$ cat config.mk
export PLATFORM = sky130hd
export DESIGN_NAME = uart_tx_cfg_flat
export DESIGN_NICKNAME = d
export VERILOG_FILES = /design/src/rtl/uart_pkg.sv /design/src/rtl/uart_tx_cfg_if.sv /design/src/rtl/uart_baud_tick.sv /design/src/rtl/uart_tx_cfg.sv /design/src/flat_wrapper.sv
export SDC_FILE = /design/constraint.sdc
export NUM_CORES = 1
export LEC_CHECK = 0
export ABC_AREA = 1
export CAP_MARGIN = 20
export CORE_ASPECT_RATIO = 1.4
export CORE_UTILIZATION = 50
export CTS_CLUSTER_DIAMETER = 100
export CTS_CLUSTER_SIZE = 14
export DETAILED_ROUTE_END_ITERATION = 8
export PLACE_DENSITY = 0.75
export SLEW_MARGIN = 10
export SYNTH_ARGS = -nofsm -noshare
export SYNTH_HDL_FRONTEND = slang
export SYNTH_SLANG_ARGS = --single-unit
$ cat constraint.sdc
create_clock -name clk -period 1.6 [get_ports clk]
set_input_delay 0.16 -clock clk [delete_from_list [all_inputs] [get_ports clk]]
set_output_delay 0.16 -clock clk [all_outputs]
set_load 0.1 [all_outputs]
$ cat src/rtl/uart_pkg.sv
// Shared types and helpers for the UART transmitter (and the future receiver).
//   uart_tx_state_e : transmitter FSM state encoding
//   PAR_*           : values of the PARITY parameter
//   clock_divide()  : clock cycles per bit period (integer divide)
package uart_pkg;

    typedef enum logic [2:0] {
        IDLE,
        START,
        DATA,
        PARITY,
        STOP,
        DONE
    } uart_tx_state_e;

    localparam int PAR_NONE = 0;
    localparam int PAR_EVEN = 1;
    localparam int PAR_ODD  = 2;

    function automatic int clock_divide(input int clk_freq, input int baud);
        return clk_freq / baud;
    endfunction

endpackage

$ cat src/rtl/uart_tx_cfg_if.sv
// Producer-side handshake of the UART transmitter.
//   start      : producer offers tx_data_in this cycle
//   tx_data_in : word to send, bit 0 first on the line
//   tx_ready   : transmitter accepts a word on this cycle's edge if start is high
// master = producer (FIFO/CPU register), slave = transmitter.
interface uart_tx_cfg_if #(
    parameter int DATA_BITS = 8
);
    logic                 start;
    logic [DATA_BITS-1:0] tx_data_in;
    logic                 tx_ready;

    modport master (output start, output tx_data_in, input tx_ready);
    modport slave  (input start, input tx_data_in, output tx_ready);
endinterface

$ cat src/rtl/uart_baud_tick.sv
// Bit-period timer: counts 0..CLOCK_DIVIDE-1 and pulses tick on the last count.
//   clk, rst_n : clock, async active-low reset
//   clear      : hold the counter at 0 (idle / between frames)
//   tick       : high in the last cycle of each bit period
module uart_baud_tick #(
    parameter int CLOCK_DIVIDE = 16
) (
    input  logic clk,
    input  logic rst_n,
    input  logic clear,
    output logic tick
);
    localparam int CNT_W = (CLOCK_DIVIDE > 2) ? $clog2(CLOCK_DIVIDE) : 1;
    localparam logic [CNT_W-1:0] LAST = CNT_W'(CLOCK_DIVIDE - 1);

    logic [CNT_W-1:0] count;

    assign tick = !clear && (count == LAST);

    // Wrapping on tick makes every bit period exactly CLOCK_DIVIDE cycles long.
    always_ff @(posedge clk or negedge rst_n) begin
        if (!rst_n)
            count <= '0;
        else if (clear || tick)
            count <= '0;
        else
            count <= count + 1'b1;
    end
endmodule

$ cat src/rtl/uart_tx_cfg.sv
// Parametrised UART transmitter: one frame per accepted word.
// Frame = start bit, DATA_BITS data bits LSB first, optional parity, STOP_BITS stop bits.
//   clk, rst_n : clock, async active-low reset
//   bus        : producer handshake (start, tx_data_in in; tx_ready out)
//   tx         : registered serial line, idle high
//   tx_active  : high while start/data/parity/stop bits are on the line
//   done_tx    : one-cycle pulse right after the last stop bit
// The line outputs are registered from the current state, so they trail the
// state by one cycle: accept at edge N puts the start bit on tx from edge N+1.
module uart_tx_cfg
    import uart_pkg::*;
#(
    parameter int CLK_FREQ  = 50000000,
    parameter int BAUD_RATE = 19200,
    parameter int DATA_BITS = 8,
    parameter int PARITY    = 0,
    parameter int STOP_BITS = 1
) (
    input  logic                 clk,
    input  logic                 rst_n,
    uart_tx_cfg_if.slave         bus,
    output logic                 tx,
    output logic                 tx_active,
    output logic                 done_tx
);
    localparam int CLOCK_DIVIDE = clock_divide(CLK_FREQ, BAUD_RATE);
    localparam int BIT_W        = $clog2(DATA_BITS);
    localparam logic [BIT_W-1:0] LAST_BIT  = BIT_W'(DATA_BITS - 1);
    localparam logic             LAST_STOP = 1'(STOP_BITS - 1);

    if (CLOCK_DIVIDE < 2) begin : g_bad_div
        $error("uart_tx_cfg: CLOCK_DIVIDE must be >= 2");
    end
    if (DATA_BITS < 5 || DATA_BITS > 9) begin : g_bad_data
        $error("uart_tx_cfg: DATA_BITS must be 5..9");
    end
    if (PARITY < PAR_NONE || PARITY > PAR_ODD) begin : g_bad_par
        $error("uart_tx_cfg: PARITY must be 0..2");
    end
    if (STOP_BITS < 1 || STOP_BITS > 2) begin : g_bad_stop
        $error("uart_tx_cfg: STOP_BITS must be 1 or 2");
    end

    uart_tx_state_e       state, state_nxt;
    logic [DATA_BITS-1:0] data_q;
    logic [BIT_W-1:0]     bit_idx;
    logic                 stop_cnt;
    logic                 tick;
    logic                 par_bit;
    logic                 accept;

    assign accept       = (state == IDLE) && bus.start;
    assign bus.tx_ready = (state == IDLE);
    // Parity always comes from the captured word, never the live input.
    assign par_bit      = (PARITY == PAR_ODD) ? ~^data_q : ^data_q;

    uart_baud_tick #(.CLOCK_DIVIDE(CLOCK_DIVIDE)) u_baud (
        .clk   (clk),
        .rst_n (rst_n),
        .clear ((state == IDLE) || (state == DONE)),
        .tick  (tick)
    );

    always_ff @(posedge clk or negedge rst_n) begin
        if (!rst_n) state <= IDLE;
        else        state <= state_nxt;
    end

    always_comb begin
        state_nxt = state;
        case (state)
            IDLE:  if (bus.start) state_nxt = START;
            START: if (tick) state_nxt = DATA;
            DATA:  if (tick && bit_idx == LAST_BIT)
                       state_nxt = (PARITY != PAR_NONE) ? uart_pkg::PARITY : STOP;
            uart_pkg::PARITY: if (tick) state_nxt = STOP;
            STOP:  if (tick && stop_cnt == LAST_STOP) state_nxt = DONE;
            DONE:  state_nxt = IDLE;
            default: state_nxt = IDLE;
        endcase
    end

    // Bit and stop counters wrap back to 0 on their last tick, so they are
    // already clear when the next frame starts.
    always_ff @(posedge clk or negedge rst_n) begin
        if (!rst_n) begin
            data_q   <= '0;
            bit_idx  <= '0;
            stop_cnt <= 1'b0;
        end else begin
            if (accept)
                data_q <= bus.tx_data_in;
            if (state == DATA && tick)
                bit_idx <= (bit_idx == LAST_BIT) ? '0 : bit_idx + 1'b1;
            if (state == STOP && tick)
                stop_cnt <= (stop_cnt == LAST_STOP) ? 1'b0 : stop_cnt + 1'b1;
        end
    end

    always_ff @(posedge clk or negedge rst_n) begin
        if (!rst_n) begin
            tx        <= 1'b1;
            tx_active <= 1'b0;
            done_tx   <= 1'b0;
        end else begin
            done_tx   <= (state == DONE);
            tx_active <= (state == START) || (state == DATA) ||
                         (state == uart_pkg::PARITY) || (state == STOP);
            case (state)
                START:            tx <= 1'b0;
                DATA:             tx <= data_q[bit_idx];
                uart_pkg::PARITY: tx <= par_bit;
                default:          tx <= 1'b1;
            endcase
        end
    end
endmodule
$ cat src/flat_wrapper.sv
// flat-port wrapper written by rule: the top's interface ports become plain ports
module uart_tx_cfg_flat import uart_pkg::*;
#(
    parameter int CLK_FREQ  = 50000000,
    parameter int BAUD_RATE = 19200,
    parameter int DATA_BITS = 8,
    parameter int PARITY    = 0,
    parameter int STOP_BITS = 1
)
  (clk, rst_n, tx, tx_active, done_tx, bus_start, bus_tx_data_in, bus_tx_ready);
  uart_tx_cfg_if #(.DATA_BITS(DATA_BITS)) bus_i ();
  input  logic clk;
  input  logic rst_n;
  output logic tx;
  output logic tx_active;
  output logic done_tx;
  input wire logic [$bits(bus_i.start)-1:0] bus_start;
  input wire logic [$bits(bus_i.tx_data_in)-1:0] bus_tx_data_in;
  output wire logic [$bits(bus_i.tx_ready)-1:0] bus_tx_ready;
  assign bus_i.start = bus_start;
  assign bus_i.tx_data_in = bus_tx_data_in;
  assign bus_tx_ready = bus_i.tx_ready;
  uart_tx_cfg #(.CLK_FREQ(CLK_FREQ), .BAUD_RATE(BAUD_RATE), .DATA_BITS(DATA_BITS), .PARITY(PARITY), .STOP_BITS(STOP_BITS)) u_core (.clk(clk), .rst_n(rst_n), .bus(bus_i), .tx(tx), .tx_active(tx_active), .done_tx(done_tx));
endmodule
==> reports/qor.json <==
{
  "status": {"value": "finished, final reports clean"},
  "clock_tree.root_cell": {"value": "clkbuf_8"},
  "ys_async_sr_fraction": {"value": 1.00},
  "critical_path_source_type": {"value": "register"},
  "io_pins": {"value": 15},
  "path_clk_slew": {"value": 60, "unit": "ps"},
  "final.setup.tns": {"value": 0, "unit": "ps"},
  "crit_required": {"value": 1800, "unit": "ps"},
  "flip_flop_and_latch_count_after_synthesis": {"value": 29},
  "grt_pass1_wl": {"value": 5580, "unit": "um"},
  "floorplan_core_area": {"value": 3180, "unit": "um^2"},
  "finalSetupViolations": {"value": 0},
  "setup_ws": {"value": 128, "unit": "ps"},
  "syn_to_final_growth": {"value": 21.6, "unit": "%"},
  "finalHoldViolations": {"value": 0},
  "worst-slew-pin-transition": {"value": 372, "unit": "ps"},
  "initial_utilization": {"value": 0.540},
  "avgSynthCellArea": {"value": 8.91, "unit": "um^2"},
  "drt-total-wl": {"value": 3320, "unit": "um"},
  "total_area_of_multi_input_combinational_cells": {"value": 895, "unit": "um^2"},
  "dr_total_vias": {"value": 1328},
  "numPortBuffers": {"value": 14},
  "layout_common_cells": {"value": "37 x nand2_1, 28 x dfrtp_1, 25 x nor2_1"},
  "grtUsageTotal": {"value": 0.207},
  "ctsResizeCount": {"value": 0},
  "post_synthesis_instance_total": {"value": 193},
  "post-cts-setup-buffer-count": {"value": 0},
  "setup.worst_path.start": {"value": "u_core.u_baud.count[0]$_DFF_PN0_"},
  "reg2reg_from": {"value": "u_core.u_baud.count[0]$_DFF_PN0_"},
  "power.density": {"value": 1900, "unit": "nW/um^2"},
  "seq_area_frac_synth": {"value": 0.423},
  "timing_worst_setup_path_type": {"value": "register to register"},
  "diodes": {"value": 0},
  "timing.max_cap.violations": {"value": 0},
  "final_nets": {"value": 230},
  "post_synth_num_cell_types": {"value": 33},
  "grt_max_degree": {"value": 30},
  "clock_tree.htree_level_count": {"value": 2},
  "drc_errors": {"value": 0},
  "worst_slew_margin_rel": {"value": 0.752},
  "synth.top_cell.area_share": {"value": 0.408},
  "finClkSkew": {"value": 6.05, "unit": "ps"},
  "initial_antenna_violation_count": {"value": 0},
  "pins_over_their_slew_limit": {"value": 0},
  "grt_overflow": {"value": 0},
  "post_drt_wl_per_cell": {"value": 13.0, "unit": "um"},
  "ff2ff_path_depth": {"value": 7},
  "dp_cells": {"value": 248},
  "nFillCells": {"value": 283},
  "count_of_clock_tree_sinks": {"value": 29},
  "drtAntennaViolNets": {"value": 0},
  "finalCritPeriodShare": {"value": 0.920},
  "ys_top_cells_by_area": {"value": "dfrtp_1 41%, nand2_1 8.1%, mux2_4 7.0%"},
  "detailedPlace.worstSlack": {"value": 132, "unit": "ps"},
  "critical_path.max_fanout": {"value": 7},
  "crit_path_end_kind": {"value": "register"},
  "post_synth_instance_area": {"value": 1720, "unit": "um^2"},
  "total_cts_buffers": {"value": 5},
  "count_of_flip_flops_with_a_built_in_enable_after_synthesis": {"value": 0},
  "clock_tree.buffer_depth": {"value": 2},
  "synthesis.nets": {"value": 207},
  "static-leakage-power": {"value": 0.998, "unit": "nW"},
  "floorplan.die.height": {"value": 71.4, "unit": "um"},
  "grt_setup_unrepaired": {"value": "false"},
  "synth_flop_cell": {"value": "dfrtp_1"},
  "layout.area.seq": {"value": 727, "unit": "um^2"},
  "arrival": {"value": 1670, "unit": "ps"},
  "cts.hold.buffers_added": {"value": 0},
  "cts_tree": {"value": "done"},
  "vias_per_cell": {"value": 5.19},
  "clkLatencyLatePin": {"value": 280, "unit": "ps"},
  "die_area": {"value": 3680, "unit": "um^2"},
  "synth_warnings": {"value": 0},
  "drt_first_iter_violations": {"value": 21},
  "p_total": {"value": 3.98, "unit": "mW"},
  "min_period": {"value": 1470, "unit": "ps"},
  "chip_width": {"value": 51.6, "unit": "um"},
  "place_hpwl": {"value": 2550, "unit": "um"},
  "hp-class": {"value": "input port to async pin"},
  "first_global_vias": {"value": 1381},
  "place_congestion": {"value": 0.883},
  "synth_top_cell_by_area": {"value": "dfrtp_1"},
  "irDropWorstVdd": {"value": 1530, "unit": "uV"},
  "rows": {"value": 24},
  "fmaxAchievable": {"value": 0.680, "unit": "GHz"},
  "first_pass_iters": {"value": 5},
  "drive_above_1_share": {"value": 0.230},
  "leading_cell_type_in_the_layout_fill_and_taps_excluded": {"value": "nand2_1"},
  "final-instance-count-excl-fill": {"value": 256}
}
per-layer routing:
layer | up-vias | wire length (um) | GRT usage
li1 | 666 | - | -
met1 | 630 | 1300 | 0.190
met2 | 21 | 1800 | 0.391
met3 | 11 | 109 | 0.0573
met4 | 0 | 99 | 0.114
met5 | - | 0 | 0
state kept, by name (all words and copies together) (netlist names):
register and flops:
u_core.u_baud.count 12, u_core.data_q 8, u_core.bit_idx 3, u_core.state 3
u_core.done_tx 1, u_core.tx 1, u_core.tx_active 1
report_power, final:
| part | internal, mW | total [mW] | switching (mW) |
|---|---|---|---|
| sequential | 0.947 | 1.19 | 0.247 |
| clock | 0.507 | 0.772 | 0.265 |
| combinational | 0.847 | 2.01 | 1.16 |
synth_stat cells, types with 2 or more instances:
cell and n:
a21oi_1 5, dfrtp_1 28, ha_1 3, inv_1 19, inv_2 4, mux2_4 8, nand2_1 37, nand2_2 5
nand3_1 11, nand4_1 2, nor2_1 25, nor2_2 2, nor2_4 4, nor3_2 4, nor3b_2 2, o21ai_0 7
o21ai_1 3, xnor2_1 4, xor2_1 6
cell families after synthesis:
logic type / count (synthesis) / share of synthesized area
compound gates: 18 / 0.0626
flops: 29 / 0.423
simple gates: 101 / 0.315
xor+xnor: 10 / 0.0509
mux: 8 / 0.0699
buf+inv: 24 / 0.0568
fa+ha+maj: 3 / 0.0218
critical path, cell delays in order (launching register included):
cell and delay (ps):
dfrtp_1 400, ha_1 250, nand2_1 110, nor2_4 60, nand3_4 110, nand2_2 140
buf_12 170, nor3_2 140
stage by stage:
stage,util,area [um^2],hold slack [ps]
after CTS,0.657,2090,269
after detailed placement,0.620,1970,466
after floorplan,-,1720,-136
final,0.657,2090,268
after global routing,0.657,2090,295
after global placement,0.620,1970,441
path summary, 6_finish.rpt:
| kind | endpoint | slack, ps |
|---|---|---|
| worst min-delay path | u_core.data_q[7]$_DFFE_PN0P_ | 270 |
| worst max register to register | u_core.u_baud.count[5]$_DFF_PN0_ | 130 |
| worst max-delay path | u_core.u_baud.count[5]$_DFF_PN0_ | 130 |
| max in group asynchronous | u_core.tx$_DFF_PN1_ | 1020 |
| worst min register to register | u_core.u_baud.count[0]$_DFF_PN0_ | 470 |
| min in group clk | u_core.u_baud.count[0]$_DFF_PN0_ | 470 |
area by class of cell:
| class | instances | share of cell area |
|---|---|---|
| clock buffer | 7 | 0.0413 |
| sequential | 29 | 0.348 |
| clock inverter | 1 | 0.0144 |
| inverter | 23 | 0.0425 |
| tap | 39 | 0.0233 |
| multi-input combinational | 140 | 0.428 |
| timing repair buffer | 17 | 0.103 |
Power figures use the tool's default switching activity.
